===== src/rtl/exp_adder_arbiter_if.sv =====
// Requester-side and adder-side signals of the shared exp_adder arbiter.
// The slave modport is the arbiter; the master modport is its environment.
interface exp_adder_arbiter_if #(
  parameter int unsigned ES       = 3,
  parameter int unsigned K_BITS   = 6,
  parameter int unsigned MAX_BITS = ES + K_BITS
);
  logic              req0, req1;
  logic [K_BITS-1:0] k0_A, k0_B, k1_A, k1_B;
  logic [ES-1:0]     e0_A, e0_B, e1_A, e1_B;
  logic              s0_A, s0_B, s1_A, s1_B;

  logic              ack0, ack1;
  logic [MAX_BITS:0] res_exp;
  logic              res_sign, res_nar, res_zero, res_err, res_id;
  logic              busy;

  logic              adder_start, adder_valid_out;
  logic [K_BITS-1:0] adder_k_A, adder_k_B;
  logic [ES-1:0]     adder_exp_A, adder_exp_B;
  logic              adder_sign_A, adder_sign_B;

  logic [MAX_BITS:0] adder_exp_raw;
  logic              adder_sign_out, adder_NaR, adder_zero_out, adder_done;

  modport slave (
    input  req0, req1, k0_A, k0_B, k1_A, k1_B, e0_A, e0_B, e1_A, e1_B,
    input  s0_A, s0_B, s1_A, s1_B,
    input  adder_exp_raw, adder_sign_out, adder_NaR, adder_zero_out, adder_done,
    output ack0, ack1, res_exp, res_sign, res_nar, res_zero, res_err, res_id, busy,
    output adder_start, adder_valid_out, adder_k_A, adder_k_B,
    output adder_exp_A, adder_exp_B, adder_sign_A, adder_sign_B
  );

  modport master (
    output req0, req1, k0_A, k0_B, k1_A, k1_B, e0_A, e0_B, e1_A, e1_B,
    output s0_A, s0_B, s1_A, s1_B,
    output adder_exp_raw, adder_sign_out, adder_NaR, adder_zero_out, adder_done,
    input  ack0, ack1, res_exp, res_sign, res_nar, res_zero, res_err, res_id, busy,
    input  adder_start, adder_valid_out, adder_k_A, adder_k_B,
    input  adder_exp_A, adder_exp_B, adder_sign_A, adder_sign_B
  );
endinterface


===== src/rtl/exp_adder_arbiter.sv =====
// Round-robin arbiter sharing one exp_adder between two requesters, with a WAIT
// watchdog that turns a hung adder into an error result.
module exp_adder_arbiter #(
  parameter int unsigned ES       = 3,
  parameter int unsigned K_BITS   = 6,
  parameter int unsigned MAX_BITS = ES + K_BITS,
  parameter int unsigned TIMEOUT  = 16
) (
  input logic                 clk,
  input logic                 rst_n,
  exp_adder_arbiter_if.slave  bus
);
  typedef enum logic [2:0] {StIdle, StIssue, StWait, StRelease, StCool} state_e;

  localparam logic [7:0] WdogLast = 8'(TIMEOUT - 1);

  state_e            state_q;
  logic              last_id_q, owner_q;
  logic [7:0]        wdog_q;

  logic              grant_id;
  logic [K_BITS-1:0] win_k_a, win_k_b;
  logic [ES-1:0]     win_e_a, win_e_b;
  logic              win_s_a, win_s_b;

  // On a tie the requester not served last time wins.
  always_comb begin
    grant_id = (bus.req0 && bus.req1) ? !last_id_q : bus.req1;
    win_k_a  = grant_id ? bus.k1_A : bus.k0_A;
    win_k_b  = grant_id ? bus.k1_B : bus.k0_B;
    win_e_a  = grant_id ? bus.e1_A : bus.e0_A;
    win_e_b  = grant_id ? bus.e1_B : bus.e0_B;
    win_s_a  = grant_id ? bus.s1_A : bus.s0_A;
    win_s_b  = grant_id ? bus.s1_B : bus.s0_B;
  end

  always_ff @(posedge clk or negedge rst_n) begin
    if (!rst_n) begin
      state_q             <= StIdle;
      last_id_q           <= 1'b1;
      owner_q             <= 1'b0;
      wdog_q              <= 8'd0;
      bus.ack0            <= 1'b0;
      bus.ack1            <= 1'b0;
      bus.res_exp         <= {(MAX_BITS + 1){1'b0}};
      bus.res_sign        <= 1'b0;
      bus.res_nar         <= 1'b0;
      bus.res_zero        <= 1'b0;
      bus.res_err         <= 1'b0;
      bus.res_id          <= 1'b0;
      bus.busy            <= 1'b0;
      bus.adder_start     <= 1'b0;
      bus.adder_valid_out <= 1'b0;
      bus.adder_k_A       <= '0;
      bus.adder_k_B       <= '0;
      bus.adder_exp_A     <= '0;
      bus.adder_exp_B     <= '0;
      bus.adder_sign_A    <= 1'b0;
      bus.adder_sign_B    <= 1'b0;
    end else begin
      bus.adder_start     <= 1'b0;
      bus.adder_valid_out <= 1'b0;
      bus.ack0            <= 1'b0;
      bus.ack1            <= 1'b0;
      unique case (state_q)
        StIdle: begin
          // A lingering done from the previous operation blocks a new grant.
          if ((bus.req0 || bus.req1) && !bus.adder_done) begin
            state_q          <= StIssue;
            owner_q          <= grant_id;
            bus.adder_k_A    <= win_k_a;
            bus.adder_k_B    <= win_k_b;
            bus.adder_exp_A  <= win_e_a;
            bus.adder_exp_B  <= win_e_b;
            bus.adder_sign_A <= win_s_a;
            bus.adder_sign_B <= win_s_b;
            bus.adder_start  <= 1'b1;
            bus.busy         <= 1'b1;
          end
        end
        StIssue: begin
          state_q <= StWait;
          wdog_q  <= 8'd0;
        end
        StWait: begin
          if (!bus.adder_done) wdog_q <= wdog_q + 8'd1;
          if (bus.adder_done || (wdog_q == WdogLast)) begin
            state_q             <= StRelease;
            bus.adder_valid_out <= 1'b1;
            bus.ack0            <= !owner_q;
            bus.ack1            <= owner_q;
            bus.res_id          <= owner_q;
            // Done wins over a simultaneous timeout.
            if (bus.adder_done) begin
              bus.res_exp  <= bus.adder_exp_raw;
              bus.res_sign <= bus.adder_sign_out;
              bus.res_nar  <= bus.adder_NaR;
              bus.res_zero <= bus.adder_zero_out;
              bus.res_err  <= 1'b0;
            end else begin
              bus.res_exp  <= {(MAX_BITS + 1){1'b0}};
              bus.res_sign <= 1'b0;
              bus.res_nar  <= 1'b1;
              bus.res_zero <= 1'b0;
              bus.res_err  <= 1'b1;
            end
          end
        end
        StRelease: begin
          state_q   <= StCool;
          last_id_q <= owner_q;
        end
        StCool: begin
          state_q  <= StIdle;
          bus.busy <= 1'b0;
        end
        default: state_q <= StIdle;
      endcase
    end
  end
endmodule


===== src/flat_wrapper.sv =====
// flat-port wrapper written by rule: the top's interface ports become plain ports
module exp_adder_arbiter_flat 
#(
  parameter int unsigned ES       = 3,
  parameter int unsigned K_BITS   = 6,
  parameter int unsigned MAX_BITS = ES + K_BITS,
  parameter int unsigned TIMEOUT  = 16
)
  (clk, rst_n, bus_req0, bus_req1, bus_k0_A, bus_k0_B, bus_k1_A, bus_k1_B, bus_e0_A, bus_e0_B, bus_e1_A, bus_e1_B, bus_s0_A, bus_s0_B, bus_s1_A, bus_s1_B, bus_adder_exp_raw, bus_adder_sign_out, bus_adder_NaR, bus_adder_zero_out, bus_adder_done, bus_ack0, bus_ack1, bus_res_exp, bus_res_sign, bus_res_nar, bus_res_zero, bus_res_err, bus_res_id, bus_busy, bus_adder_start, bus_adder_valid_out, bus_adder_k_A, bus_adder_k_B, bus_adder_exp_A, bus_adder_exp_B, bus_adder_sign_A, bus_adder_sign_B);
  exp_adder_arbiter_if #(.ES(ES), .K_BITS(K_BITS), .MAX_BITS(MAX_BITS)) bus_i ();
  input logic clk;
  input logic rst_n;
  input wire logic [$bits(bus_i.req0)-1:0] bus_req0;
  input wire logic [$bits(bus_i.req1)-1:0] bus_req1;
  input wire logic [$bits(bus_i.k0_A)-1:0] bus_k0_A;
  input wire logic [$bits(bus_i.k0_B)-1:0] bus_k0_B;
  input wire logic [$bits(bus_i.k1_A)-1:0] bus_k1_A;
  input wire logic [$bits(bus_i.k1_B)-1:0] bus_k1_B;
  input wire logic [$bits(bus_i.e0_A)-1:0] bus_e0_A;
  input wire logic [$bits(bus_i.e0_B)-1:0] bus_e0_B;
  input wire logic [$bits(bus_i.e1_A)-1:0] bus_e1_A;
  input wire logic [$bits(bus_i.e1_B)-1:0] bus_e1_B;
  input wire logic [$bits(bus_i.s0_A)-1:0] bus_s0_A;
  input wire logic [$bits(bus_i.s0_B)-1:0] bus_s0_B;
  input wire logic [$bits(bus_i.s1_A)-1:0] bus_s1_A;
  input wire logic [$bits(bus_i.s1_B)-1:0] bus_s1_B;
  input wire logic [$bits(bus_i.adder_exp_raw)-1:0] bus_adder_exp_raw;
  input wire logic [$bits(bus_i.adder_sign_out)-1:0] bus_adder_sign_out;
  input wire logic [$bits(bus_i.adder_NaR)-1:0] bus_adder_NaR;
  input wire logic [$bits(bus_i.adder_zero_out)-1:0] bus_adder_zero_out;
  input wire logic [$bits(bus_i.adder_done)-1:0] bus_adder_done;
  output wire logic [$bits(bus_i.ack0)-1:0] bus_ack0;
  output wire logic [$bits(bus_i.ack1)-1:0] bus_ack1;
  output wire logic [$bits(bus_i.res_exp)-1:0] bus_res_exp;
  output wire logic [$bits(bus_i.res_sign)-1:0] bus_res_sign;
  output wire logic [$bits(bus_i.res_nar)-1:0] bus_res_nar;
  output wire logic [$bits(bus_i.res_zero)-1:0] bus_res_zero;
  output wire logic [$bits(bus_i.res_err)-1:0] bus_res_err;
  output wire logic [$bits(bus_i.res_id)-1:0] bus_res_id;
  output wire logic [$bits(bus_i.busy)-1:0] bus_busy;
  output wire logic [$bits(bus_i.adder_start)-1:0] bus_adder_start;
  output wire logic [$bits(bus_i.adder_valid_out)-1:0] bus_adder_valid_out;
  output wire logic [$bits(bus_i.adder_k_A)-1:0] bus_adder_k_A;
  output wire logic [$bits(bus_i.adder_k_B)-1:0] bus_adder_k_B;
  output wire logic [$bits(bus_i.adder_exp_A)-1:0] bus_adder_exp_A;
  output wire logic [$bits(bus_i.adder_exp_B)-1:0] bus_adder_exp_B;
  output wire logic [$bits(bus_i.adder_sign_A)-1:0] bus_adder_sign_A;
  output wire logic [$bits(bus_i.adder_sign_B)-1:0] bus_adder_sign_B;
  assign bus_i.req0 = bus_req0;
  assign bus_i.req1 = bus_req1;
  assign bus_i.k0_A = bus_k0_A;
  assign bus_i.k0_B = bus_k0_B;
  assign bus_i.k1_A = bus_k1_A;
  assign bus_i.k1_B = bus_k1_B;
  assign bus_i.e0_A = bus_e0_A;
  assign bus_i.e0_B = bus_e0_B;
  assign bus_i.e1_A = bus_e1_A;
  assign bus_i.e1_B = bus_e1_B;
  assign bus_i.s0_A = bus_s0_A;
  assign bus_i.s0_B = bus_s0_B;
  assign bus_i.s1_A = bus_s1_A;
  assign bus_i.s1_B = bus_s1_B;
  assign bus_i.adder_exp_raw = bus_adder_exp_raw;
  assign bus_i.adder_sign_out = bus_adder_sign_out;
  assign bus_i.adder_NaR = bus_adder_NaR;
  assign bus_i.adder_zero_out = bus_adder_zero_out;
  assign bus_i.adder_done = bus_adder_done;
  assign bus_ack0 = bus_i.ack0;
  assign bus_ack1 = bus_i.ack1;
  assign bus_res_exp = bus_i.res_exp;
  assign bus_res_sign = bus_i.res_sign;
  assign bus_res_nar = bus_i.res_nar;
  assign bus_res_zero = bus_i.res_zero;
  assign bus_res_err = bus_i.res_err;
  assign bus_res_id = bus_i.res_id;
  assign bus_busy = bus_i.busy;
  assign bus_adder_start = bus_i.adder_start;
  assign bus_adder_valid_out = bus_i.adder_valid_out;
  assign bus_adder_k_A = bus_i.adder_k_A;
  assign bus_adder_k_B = bus_i.adder_k_B;
  assign bus_adder_exp_A = bus_i.adder_exp_A;
  assign bus_adder_exp_B = bus_i.adder_exp_B;
  assign bus_adder_sign_A = bus_i.adder_sign_A;
  assign bus_adder_sign_B = bus_i.adder_sign_B;
  exp_adder_arbiter #(.ES(ES), .K_BITS(K_BITS), .MAX_BITS(MAX_BITS), .TIMEOUT(TIMEOUT)) u_core (.clk(clk), .rst_n(rst_n), .bus(bus_i));
endmodule

===== config.mk =====
export PLATFORM = sky130hd
export DESIGN_NAME = exp_adder_arbiter_flat
export DESIGN_NICKNAME = d
export VERILOG_FILES = /design/src/rtl/exp_adder_arbiter_if.sv /design/src/rtl/exp_adder_arbiter.sv /design/src/flat_wrapper.sv
export SDC_FILE = /design/constraint.sdc
export NUM_CORES = 1
export LEC_CHECK = 0
export ABC_AREA = 1
export BUFFER_PORTS_ARGS = -buffer_cell sky130_fd_sc_hd__buf_4
export CORE_MARGIN = 1.5
export CORE_UTILIZATION = 49
export DETAILED_ROUTE_END_ITERATION = 12
export PLACE_DENSITY = 0.88
export RECOVER_POWER = 25
export SETUP_SLACK_MARGIN = 0.3
export SYNTH_ARGS = -nofsm -noshare
export SYNTH_HDL_FRONTEND = slang
export SYNTH_SLANG_ARGS = --single-unit

===== constraint.sdc =====
create_clock -name clk -period 1.6 [get_ports clk]
set_input_delay 0.24 -clock clk [delete_from_list [all_inputs] [get_ports clk]]
set_output_delay 0.24 -clock clk [all_outputs]
set_load 0.03 [all_outputs]

==> results of run 1 <==
worst max-delay path: cells and delay by family (launching register included):
kind | cells | cell delay [ns]
adder cells (fa/ha/maj) | 1 | 0.19
AND/OR/NAND/NOR | 3 | 0.35
flip-flops | 1 | 0.43
AO/OA/AOI/OAI | 1 | 0.21
power breakdown:
group / switching (mW) / internal, mW / total (mW) / leakage [nW]
Sequential: 0.354 / 1.85 / 2.21 / 0.675
Combinational: 1.92 / 1.12 / 3.04 / 1.26
Clock: 0.440 / 0.469 / 0.909 / 0.0585
Total: 2.72 / 3.44 / 6.16 / 2.00
per-stage QoR:
| step | cell area (um2) | total power, mW | util (%) | hold WS (ns) | setup WS (ns) |
|---|---|---|---|---|---|
| floorplan | 2550 | 4.06 | - | -0.0556 | 0.338 |
| global placement | 3320 | 5.06 | 65.5 | 0.308 | 0.277 |
| detailed placement | 3320 | 5.15 | 65.5 | 0.310 | 0.214 |
| CTS | 3460 | 6.09 | 68.1 | 0.125 | 0.302 |
| global route | 3540 | 6.56 | 69.7 | 0.127 | 0.265 |
| finish | 3540 | 6.16 | 69.7 | 0.128 | 0.354 |
metal layers:
layer	wire length [um]	global-route usage [%]
met1	2340	26.5
met3	399	5.09
met2	3290	38.2
met5	0	0
met4	35	4.24
kinds of logic (layout without fill, tap and decap cells):
logic type	Yosys count	count (layout)	share of synthesized area, %
and+or+nand+nor	224	224	39.3
AOI/OAI and AO/OA	10	10	2.41
buffers and inverters	30	132	5.69
adders and majority gates	1	1	0.491
DFF	53	53	52.1
sequential cells by signal, indices dropped and copies added (netlist names), 3 cells and up:
name and flops:
u_core.bus.res_exp 10, u_core.bus.adder_k_B 6, u_core.bus.adder_exp_B 3, u_core.bus.adder_exp_A 3
u_core.bus.adder_k_A 6, u_core.state_q 3, u_core.wdog_q 8
layout by cell type (no fill, tap or decap), types with 2 or more instances in the layout:
cell type / netlist / routed
nor2_4: 2 / 2
nand2_4: 2 / 2
or2_2: 2 / 2
nand3_2: 5 / 8
nand3_1: 41 / 38
nand2_1: 154 / 154
clkbuf_8: 0 / 5
dfrtp_1: 52 / 51
nor2_1: 10 / 9
inv_2: 2 / 2
buf_4: 3 / 103
nand4_1: 4 / 4
inv_4: 1 / 2
inv_1: 14 / 13
a21oi_1: 2 / 2
o21ai_0: 5 / 5
clkbuf_4: 0 / 2
layout make-up:
class / instances / area [um2] / share of cell area (%)
clock buffers: 5 / 68.8 / 1.94
clock inverters: 3 / 43.8 / 1.24
inverters: 17 / 68.8 / 1.94
multi-input cells: 235 / 1120 / 31.7
flip-flops and latches: 53 / 1330 / 37.5
well taps: 70 / 87.6 / 2.47
repair buffers: 107 / 818 / 23.1
worst paths after layout:
| path | depth (start not counted) | to | start |
|---|---|---|---|
| hold reg to reg | 2 | u_core.last_id_q | u_core.last_id_q |
| setup / recovery | 5 | u_core.bus.ack0 | u_core.wdog_q[1] |
| min in group asynchronous | 2 | u_core.bus.adder_exp_A[0] | rst_n |
| setup reg to reg | 5 | u_core.bus.ack0 | u_core.wdog_q[1] |
| max in group asynchronous | 2 | u_core.state_q[0] | rst_n |
| hold / removal | 3 | u_core.bus.res_exp[2] | bus_adder_exp_raw[2] |
timing repair:
action | 4_1_cts | 5_1_grt
endpoints found under the hold margin | 52 | 0
gates resized for setup | 2 | 14
pin swaps | 1 | 3
buffers inserted | 1 | 3
endpoints found under the setup margin | 16 | 45
hold buffers | 1 | 0
==> impl_metrics.csv, run 1 <==
group,metric,value,unit
cts,cts_tree,"built",
drt,vias,2443,
critical_path,cp-end-kind,"flip-flop",
sta,max_freq,802,MHz
global_route,grt_first_pass_wirelength,9280,um
sta,setup_violations,0,
global_route,grt_remaining_overflow,0,
run_status,status,"completed",
floorplanning,dieArea,5640,um2
critical_path,worstPathMaxFanout,4,
cells_and_area,diodes,0,
critical_path,start_kind,"flip-flop",
yosys,syn_area,2550,um2
drt,ant_nets,0,
floorplanning,core-area,5070,um2
drt,drcViolationCount,0,
placed_design,gp_congestion,0.810,
critical_path,crit_type,"flip-flop to flip-flop",
placed_design,portBuffers,97,
sta,max_slew_margin,53.4,%
floorplanning,rows,26,
drt,via_per_inst,4.99,
cells_and_area,nets,478,
global_route,track_usage,21.4,%
critical_path,cp.arrival,1.48,ns
yosys,synth_edf_count,0,
cells_and_area,final_cell_count_no_fill,490,
placed_design,hpwl,4370,um
yosys,synth.top_cells.by_count,"nand2_1 (154), dfrtp_1 (52), nand3_1 (41), inv_1 (14), nor2_1 (10)",
yosys,postSynthNetCount,377,
sta,finalMaxSlewViolations,0,
power_and_ir_drop,p_leak,2.00,nW
placed_design,dp.cells,477,
sta,final-hold-violation-count,0,
cts,cts_buffers,5,
floorplanning,initial_utilization,50.2,%
drt,first_pass_iters,4,
cts,clockBufferDepth,2,
yosys,synth_warnings,0,
cts,cts_max_level,2,
critical_path,crit_slowest_cell,"dfrtp_1",
floorplanning,die_x,75.1,um
cells_and_area,fillers,421,
critical_path,path_cells,"ha_4 -> nand3_4 -> o21ai_2 -> nand2_1 -> nor2_1",
drt,wire_per_inst,12.4,um
floorplanning,die_y,75.1,um
yosys,synth_area_per_cell,8.01,um2
yosys,synth_cells,318,
power_and_ir_drop,ir_worst_vdd,0.895,mV
cts,path_clk_slew,0.10,ns
yosys,ys_types,27,
cells_and_area,layout-drive-gt1-share,33.6,%
global_route,grt_max_degree,54,
critical_path,cpPeakStageDelay,0.43,ns
yosys,synth_seq_cells,53,
sta,period_share,77.9,%
cts,clkLatencyLatePin,0.30,ns
drt,routed_wl,6060,um
drt,first_iter_violations,109,
yosys,synth-main-ff-cell,"dfrtp_1",
critical_path,critPathRequiredTime,1.83,ns
yosys,synth_top_area_share,51.1,%
cells_and_area,area_growth,38.9,%
hold_path,min-delay-path-class,"input port to flip-flop",
global_route,antenna_found_initial,0,
global_route,grt_pass1_vias,2050,
sta,clock_skew,0.00976,ns
yosys,yosysTopAreaCell,"dfrtp_1",
yosys,ys_async_sr_fraction,100,%
cts,cts-root-buf,"clkbuf_8",
floorplanning,io_pins,98,
yosys,yosysSeqAreaShare,52.1,%
sta,period_minus_slack,1.25,ns
sta,rsz0062_at_grt,"yes",
run,drv_cap,0,
sta,fin_tns_setup,0,ns
critical_path,r2r_setup_slack,0.35,ns
yosys,yosysMostFrequentCell,"nand2_1",
yosys,ys_top_cells_by_area,"dfrtp_1 (51%), nand2_1 (23%), nand3_1 (8.1%)",
power_and_ir_drop,p_per_area,1740,nW/um2
cts,cts.sinks,53,
sta,tightest_slew,0.700,ns
Note: power is estimated with default switching activity, not from simulation.
==> run 2: changes to the inputs <==
==> constraint.sdc (replaced) <==
create_clock -name clk -period 1.2 [get_ports clk]
set_input_delay 0.18 -clock clk [delete_from_list [all_inputs] [get_ports clk]]
set_output_delay 0.18 -clock clk [all_outputs]
set_load 0.03 [all_outputs]
==> run 2 against run 1 <==
  * The run now ends with setup timing left
  * Via count increased by 7.4%
  * Largest power group unchanged
  * Non-clock buffer count increased by 32
  * Cell count is 6.5% higher
  * Die area did not move
  * Clock skew grew 0.0022 ns
  * Combinational power up 71%
  * Largest cell class unchanged
  * Register-to-register slack lost 0.47 ns
  * Highest routed layer unchanged
  * Critical path depth up 1
  * Sequential share of layout area fell by 4.7 points
  * Sequential power up 38%
  * Final area up 14%
  * Critical path type unchanged
==> impl_metrics.csv, run 2 (same netlist as run 1, synthesis figures left out) <==
group,metric,value,unit
hold_path,min-delay-path-class,"input port to flip-flop",
sta,clock_skew,0.0120,ns
floorplanning,rows,26,
sta,setup_violations,22,
global_route,grt_pass1_vias,2552,
floorplanning,dieArea,5640,um2
placed_design,hpwl,4820,um
cells_and_area,largest-register,"u_core.bus.res_exp",
sta,period_share,109,%
power_and_ir_drop,ir_worst_vdd,1.28,mV
cells_and_area,final_cell_count_no_fill,522,
placed_design,portBuffers,97,
cells_and_area,seqCellArea,1330,um2
critical_path,crit_type,"flip-flop to flip-flop",
cells_and_area,reg.largest.list,"u_core.bus.res_exp: 10 flops, u_core.wdog_q: 8 flops",
drt,ant_nets,0,
global_route,grt_max_degree,26,
power_and_ir_drop,p_per_area,2290,nW/um2
run_status,status,"complete, but fails checks",
cts,cts_tree,"built",
critical_path,crit_slowest_cell,"dfrtp_1",
run,drv_cap,0,
sta,period_minus_slack,1.31,ns
cells_and_area,area_growth,58.9,%
cells_and_area,largest_reg_flops,10,
cells_and_area,fillers,323,
cells_and_area,layout_commonest_cell,"nand2_1",
sta,final-hold-violation-count,0,
sta,rsz0062_at_grt,"yes",
cells_and_area,multi_input_area,1200,um2
sta,max_slew_margin,69.5,%
drt,first_iter_violations,133,
placed_design,dp.cells,489,
global_route,grt_first_pass_wirelength,10700,um
floorplanning,die_x,75.1,um
floorplanning,initial_utilization,50.2,%
critical_path,cp-end-kind,"flip-flop",
drt,via_per_inst,5.02,
power_and_ir_drop,power.total,9.26,mW
run_status,violations,"setup timing",
critical_path,start_kind,"flip-flop",
cts,cts_max_level,2,
power_and_ir_drop,p_leak,2.22,nW
cells_and_area,nets,510,
global_route,track_usage,25.0,%
critical_path,cp.arrival,1.56,ns
sta,worst_slack,-0.113,ns
drt,wire_per_inst,14.3,um
critical_path,worstPathMaxFanout,3,
floorplanning,die_y,75.1,um
critical_path,critPathRequiredTime,1.45,ns
drt,first_pass_iters,4,
cells_and_area,final_cell_mix,"nand2_1 (146), buf_4 (87), dfrtp_1 (50)",
cts,cts.sinks,53,
global_route,grt_remaining_overflow,0,
placed_design,gp_congestion,0.775,
drt,routed_wl,7450,um
global_route,antenna_found_initial,0,
critical_path,cpPeakStageDelay,0.42,ns
cts,clkLatencyLatePin,0.31,ns
cts,cts-root-buf,"clkbuf_8",
cts,cts_buffers,5,
cells_and_area,diodes,0,
cts,clockBufferDepth,2,
sta,tightest_slew,0.458,ns
sta,finalMaxSlewViolations,0,
drt,drcViolationCount,0,
floorplanning,io_pins,98,
cts,path_clk_slew,0.10,ns
drt,vias,2623,
cells_and_area,layout-drive-gt1-share,41.8,%
sta,max_freq,762,MHz
critical_path,path_cells,"inv_1 -> nand3_2 -> buf_4 -> o21ai_4 -> nand2_2 -> nor2_1",
floorplanning,core-area,5070,um2
==> run 2: critical path, delay by kind of cell, from the launching register on <==
family | cells | cell delay [ns]
and+or+nand+nor | 3 | 0.35
DFF | 1 | 0.42
buffers and inverters | 2 | 0.31
AOI/OAI and AO/OA | 1 | 0.17
==> run 2: final cells by class <==
type,count,share of cell area [%]
flip-flops and latches,53,32.8
repair buffers,139,31.4
multi-input cells,235,29.5
well taps,70,2.16
inverters,17,1.95
clock buffers,6,1.79
clock inverters,2,0.340
==> run 2: power by group <==
| part | total, mW | internal, mW | switching, mW |
|---|---|---|---|
| Combinational | 5.21 | 2.34 | 2.88 |
| Clock | 1.01 | 0.417 | 0.592 |
| Sequential | 3.04 | 2.47 | 0.568 |
| Total | 9.26 | 5.22 | 4.04 |
==> run 2: repair_timing <==
item / CTS / global route
pin swaps: 3 / 7
setup buffers: 13 / 9
gates cloned: 0 / 2
hold buffers: 1 / 0
gates resized for setup: 50 / 33
setup endpoints to repair: 91 / 92
endpoints found under the hold margin: 17 / 0
==> run 2: stage by stage <==
stage	setup WS, ns	cell area [um2]	setup TNS [ns]	hold slack (ns)	utilization [%]
2_1_floorplan	0.00160	2600	0	-0.116	-
3_3_place_gp	0.0219	3460	0	0.0662	68.2
5_1_grt	-0.124	4050	-2.78	0.0591	79.8
4_1_cts	-0.0374	3850	-0.375	0.0620	75.9
3_5_place_dp	-0.0524	3460	-0.570	0.0744	68.2
6_report	-0.113	4050	-0.985	0.0669	79.8
==> run 2: final timing paths <==
check                                    from                       to  slack, ns  cells after the start
setup / recovery             u_core.wdog_q[7]          u_core.bus.ack0      -0.11                      6
setup reg to reg             u_core.wdog_q[7]          u_core.bus.ack0      -0.11                      6
hold / removal             bus_adder_zero_out      u_core.bus.res_zero       0.07                      3
hold reg to reg              u_core.last_id_q         u_core.last_id_q       0.52                      2
max in group asynchronous               rst_n         u_core.wdog_q[3]       0.15                      3
min in group asynchronous               rst_n  u_core.bus.adder_k_B[0]       0.34                      2
==> run 2: metal layers <==
layer  vias up  GRT usage, %  share of wire [%]
met2       100          46.0                 55
met1      1240          28.0                 37
li1       1270             -                  -
met5         -             0                  0
met4         0          8.48                1.6
met3        13          6.43                5.7
==> run 3: changes to the inputs <==
--- a/config.mk
+++ b/config.mk
@@ -7,7 +7,7 @@
 export LEC_CHECK = 0
 export ABC_AREA = 1
 export BUFFER_PORTS_ARGS = -buffer_cell sky130_fd_sc_hd__buf_4
-export CORE_MARGIN = 1.5
+export CORE_MARGIN = 3
 export CORE_UTILIZATION = 49
 export DETAILED_ROUTE_END_ITERATION = 12
 export PLACE_DENSITY = 0.88
==> run 3 against run 2 <==
  * The run still ends with setup timing left
  * Largest cell class is now buffers
  * Utilization grew 5.7 points
  * Clock power about the same
  * Hold slack gained 0.0048 ns
  * Setup slack gained 0.0038 ns
  * Non-clock buffer count is 11 higher
  * Die area up 8.1%
  * Sequential cell count unchanged
  * Critical endpoint is now u_core.bus.adder_k_B[5]
  * Highest routed layer unchanged
  * Critical path depth down 1
  * Largest power group unchanged
==> impl_metrics.csv, run 3 (same netlist as run 1, synthesis figures left out) <==
group,metric,value,unit
drt,ant_nets,0,
placed_design,portBuffers,97,
critical_path,r2r_setup_slack,-0.11,ns
floorplanning,die_x,78.1,um
drt,routed_wl,8890,um
critical_path,critical_path.top_delay_family,"simple AND/OR/NAND/NOR gates",
drt,first_pass_iters,4,
critical_path,rr_startpoint,"u_core.state_q[0]",
global_route,grt_max_degree,26,
cells_and_area,seqCellArea,1330,um2
sta,period_share,109,%
cts,path_clk_slew,0.10,ns
sta,setup_violations,45,
sta,tightest_slew,0.481,ns
power_and_ir_drop,ir_worst_vdd,1.66,mV
placed_design,pre_cts_ws,-0.0276,ns
sta,clock_skew,0.0117,ns
sta,worst_slack,-0.109,ns
critical_path,worstPathMaxFanout,16,
critical_path,ff2ff_path_depth,5,
cells_and_area,reg.largest.list,"u_core.bus.res_exp: 10 flops, u_core.wdog_q: 8 flops",
placed_design,hpwl,4740,um
cells_and_area,final_cell_count_no_fill,530,
sta,finalMaxSlewViolations,0,
power_and_ir_drop,p_per_area,2370,nW/um2
placed_design,gp_congestion,0.815,
floorplanning,io_pins,98,
sta,rsz0062_at_grt,"yes",
drt,first_iter_violations,147,
sta,period_minus_slack,1.31,ns
floorplanning,core-area,4880,um2
critical_path,start_kind,"flip-flop",
cts,cts_buffers,5,
critical_path,path_cells,"nor2_4 -> nand3_2 -> buf_6 -> nand2_1 -> nand2_1",
critical_path,worstReg2RegEnd,"u_core.bus.adder_k_B[5]",
cts,clkLatencyLatePin,0.30,ns
critical_path,crit_start,"u_core.state_q[0]",
drt,wire_per_inst,16.8,um
sta,max_slew_margin,68.0,%
critical_path,cpPeakStageDelay,0.46,ns
run,drv_cap,0,
critical_path,cp.arrival,1.51,ns
cells_and_area,diodes,0,
cells_and_area,area_growth,63.7,%
cells_and_area,layout-drive-gt1-share,44.3,%
floorplanning,die_y,78.1,um
run_status,status,"complete, but fails checks",
cts,cts-root-buf,"clkbuf_8",
cells_and_area,nets,521,
global_route,antenna_found_initial,0,
critical_path,critPathRequiredTime,1.40,ns
drt,via_per_inst,5.31,
sta,final-hold-violation-count,0,
floorplanning,rows,25,
cts,cts.sinks,53,
drt,vias,2812,
power_and_ir_drop,p_leak,2.29,nW
critical_path,path_buf_inv,1,
critical_path,cp-end-kind,"flip-flop",
drt,drcViolationCount,0,
cells_and_area,layout_commonest_cell,"nand2_1",
sta,max_freq,764,MHz
placed_design,dp.cells,486,
cts,clockBufferDepth,2,
critical_path,crit_cells,5,
cells_and_area,fillers,240,
global_route,grt_first_pass_wirelength,12700,um
cells_and_area,largest-register,"u_core.bus.res_exp",
critical_path,crit_type,"flip-flop to flip-flop",
critical_path,cp-endpoint,"u_core.bus.adder_k_B[5]",
global_route,grt_pass1_vias,2749,
critical_path,cp_common_cell,"nand2_1",
run_status,violations,"setup timing",
cts,cts_max_level,2,
global_route,grt_remaining_overflow,0,
hold_path,min-delay-path-class,"input port to flip-flop",
cts,cts_tree,"built",
cells_and_area,multi_input_area,1210,um2
cells_and_area,final_cell_mix,"nand2_1 (142), buf_4 (95), dfrtp_1 (51)",
cells_and_area,largest_reg_flops,10,
floorplanning,dieArea,6100,um2
critical_path,crit_slowest_cell,"dfrtp_1",
floorplanning,initial_utilization,52.2,%
global_route,track_usage,26.7,%
## run 3: cell type report
| type | count | area share [%] |
|---|---|---|
| tap | 67 | 2.01 |
| timing repair buffer | 150 | 33.1 |
| multi-input combinational | 235 | 29.1 |
| sequential | 53 | 31.9 |
| clock inverter | 2 | 0.330 |
| clock buffer | 6 | 1.74 |
| inverter | 17 | 1.95 |
## run 3: timing repair
action	CTS	global route
hold buffers	1	0
setup endpoints to repair	91	93
hold endpoints to repair	16	0
pin swaps	5	7
cloned	0	2
gates resized for setup	73	20
buffers inserted	19	14
## run 3: power by group
part	switching [mW]	internal [mW]	total [mW]
Clock	0.607	0.418	1.02
Combinational	3.14	2.61	5.75
Sequential	0.631	2.47	3.10
Total	4.38	5.50	9.88
## run 3: how the worst min path moves through the flow
| stage | endpoint | from | cells past startpoint |
|---|---|---|---|
| after floorplan | u_core.bus.ack0 | rst_n | 0 |
| after global placement | u_core.bus.adder_exp_B[0] | rst_n | 1 |
| after detailed placement | u_core.bus.adder_exp_B[0] | rst_n | 1 |
| after CTS | u_core.bus.res_exp[4] | bus_adder_exp_raw[4] | 3 |
| after global routing | u_core.bus.res_exp[4] | bus_adder_exp_raw[4] | 3 |
| final | u_core.bus.res_exp[4] | bus_adder_exp_raw[4] | 3 |
## run 3: routing by layer
layer  track usage [%]  routed length, um
met1              28.6               3190
met3              5.16                640
met2              51.5               4700
met4              9.62                357
met5                 0                  0
## run 3: tightest hold or removal path, cell delays in order
cell,delay [ns]
buf_4,0.08
nand2_1,0.04
nand2_1,0.05
## run 3: per-stage QoR
stage               util [%]  area [um2]  hold WS, ns  TNS [ns]  power, mW
finish                  85.5        4170       0.0717     -2.48       9.88
global route            85.5        4170       0.0743     -5.11       10.4
CTS                     81.4        3970       0.0656   -0.0605       9.09
detailed placement      71.1        3470       0.0745    -0.191       7.05
global placement        71.1        3470       0.0736         0       6.92
floorplan                  -        2600       -0.116         0       5.49
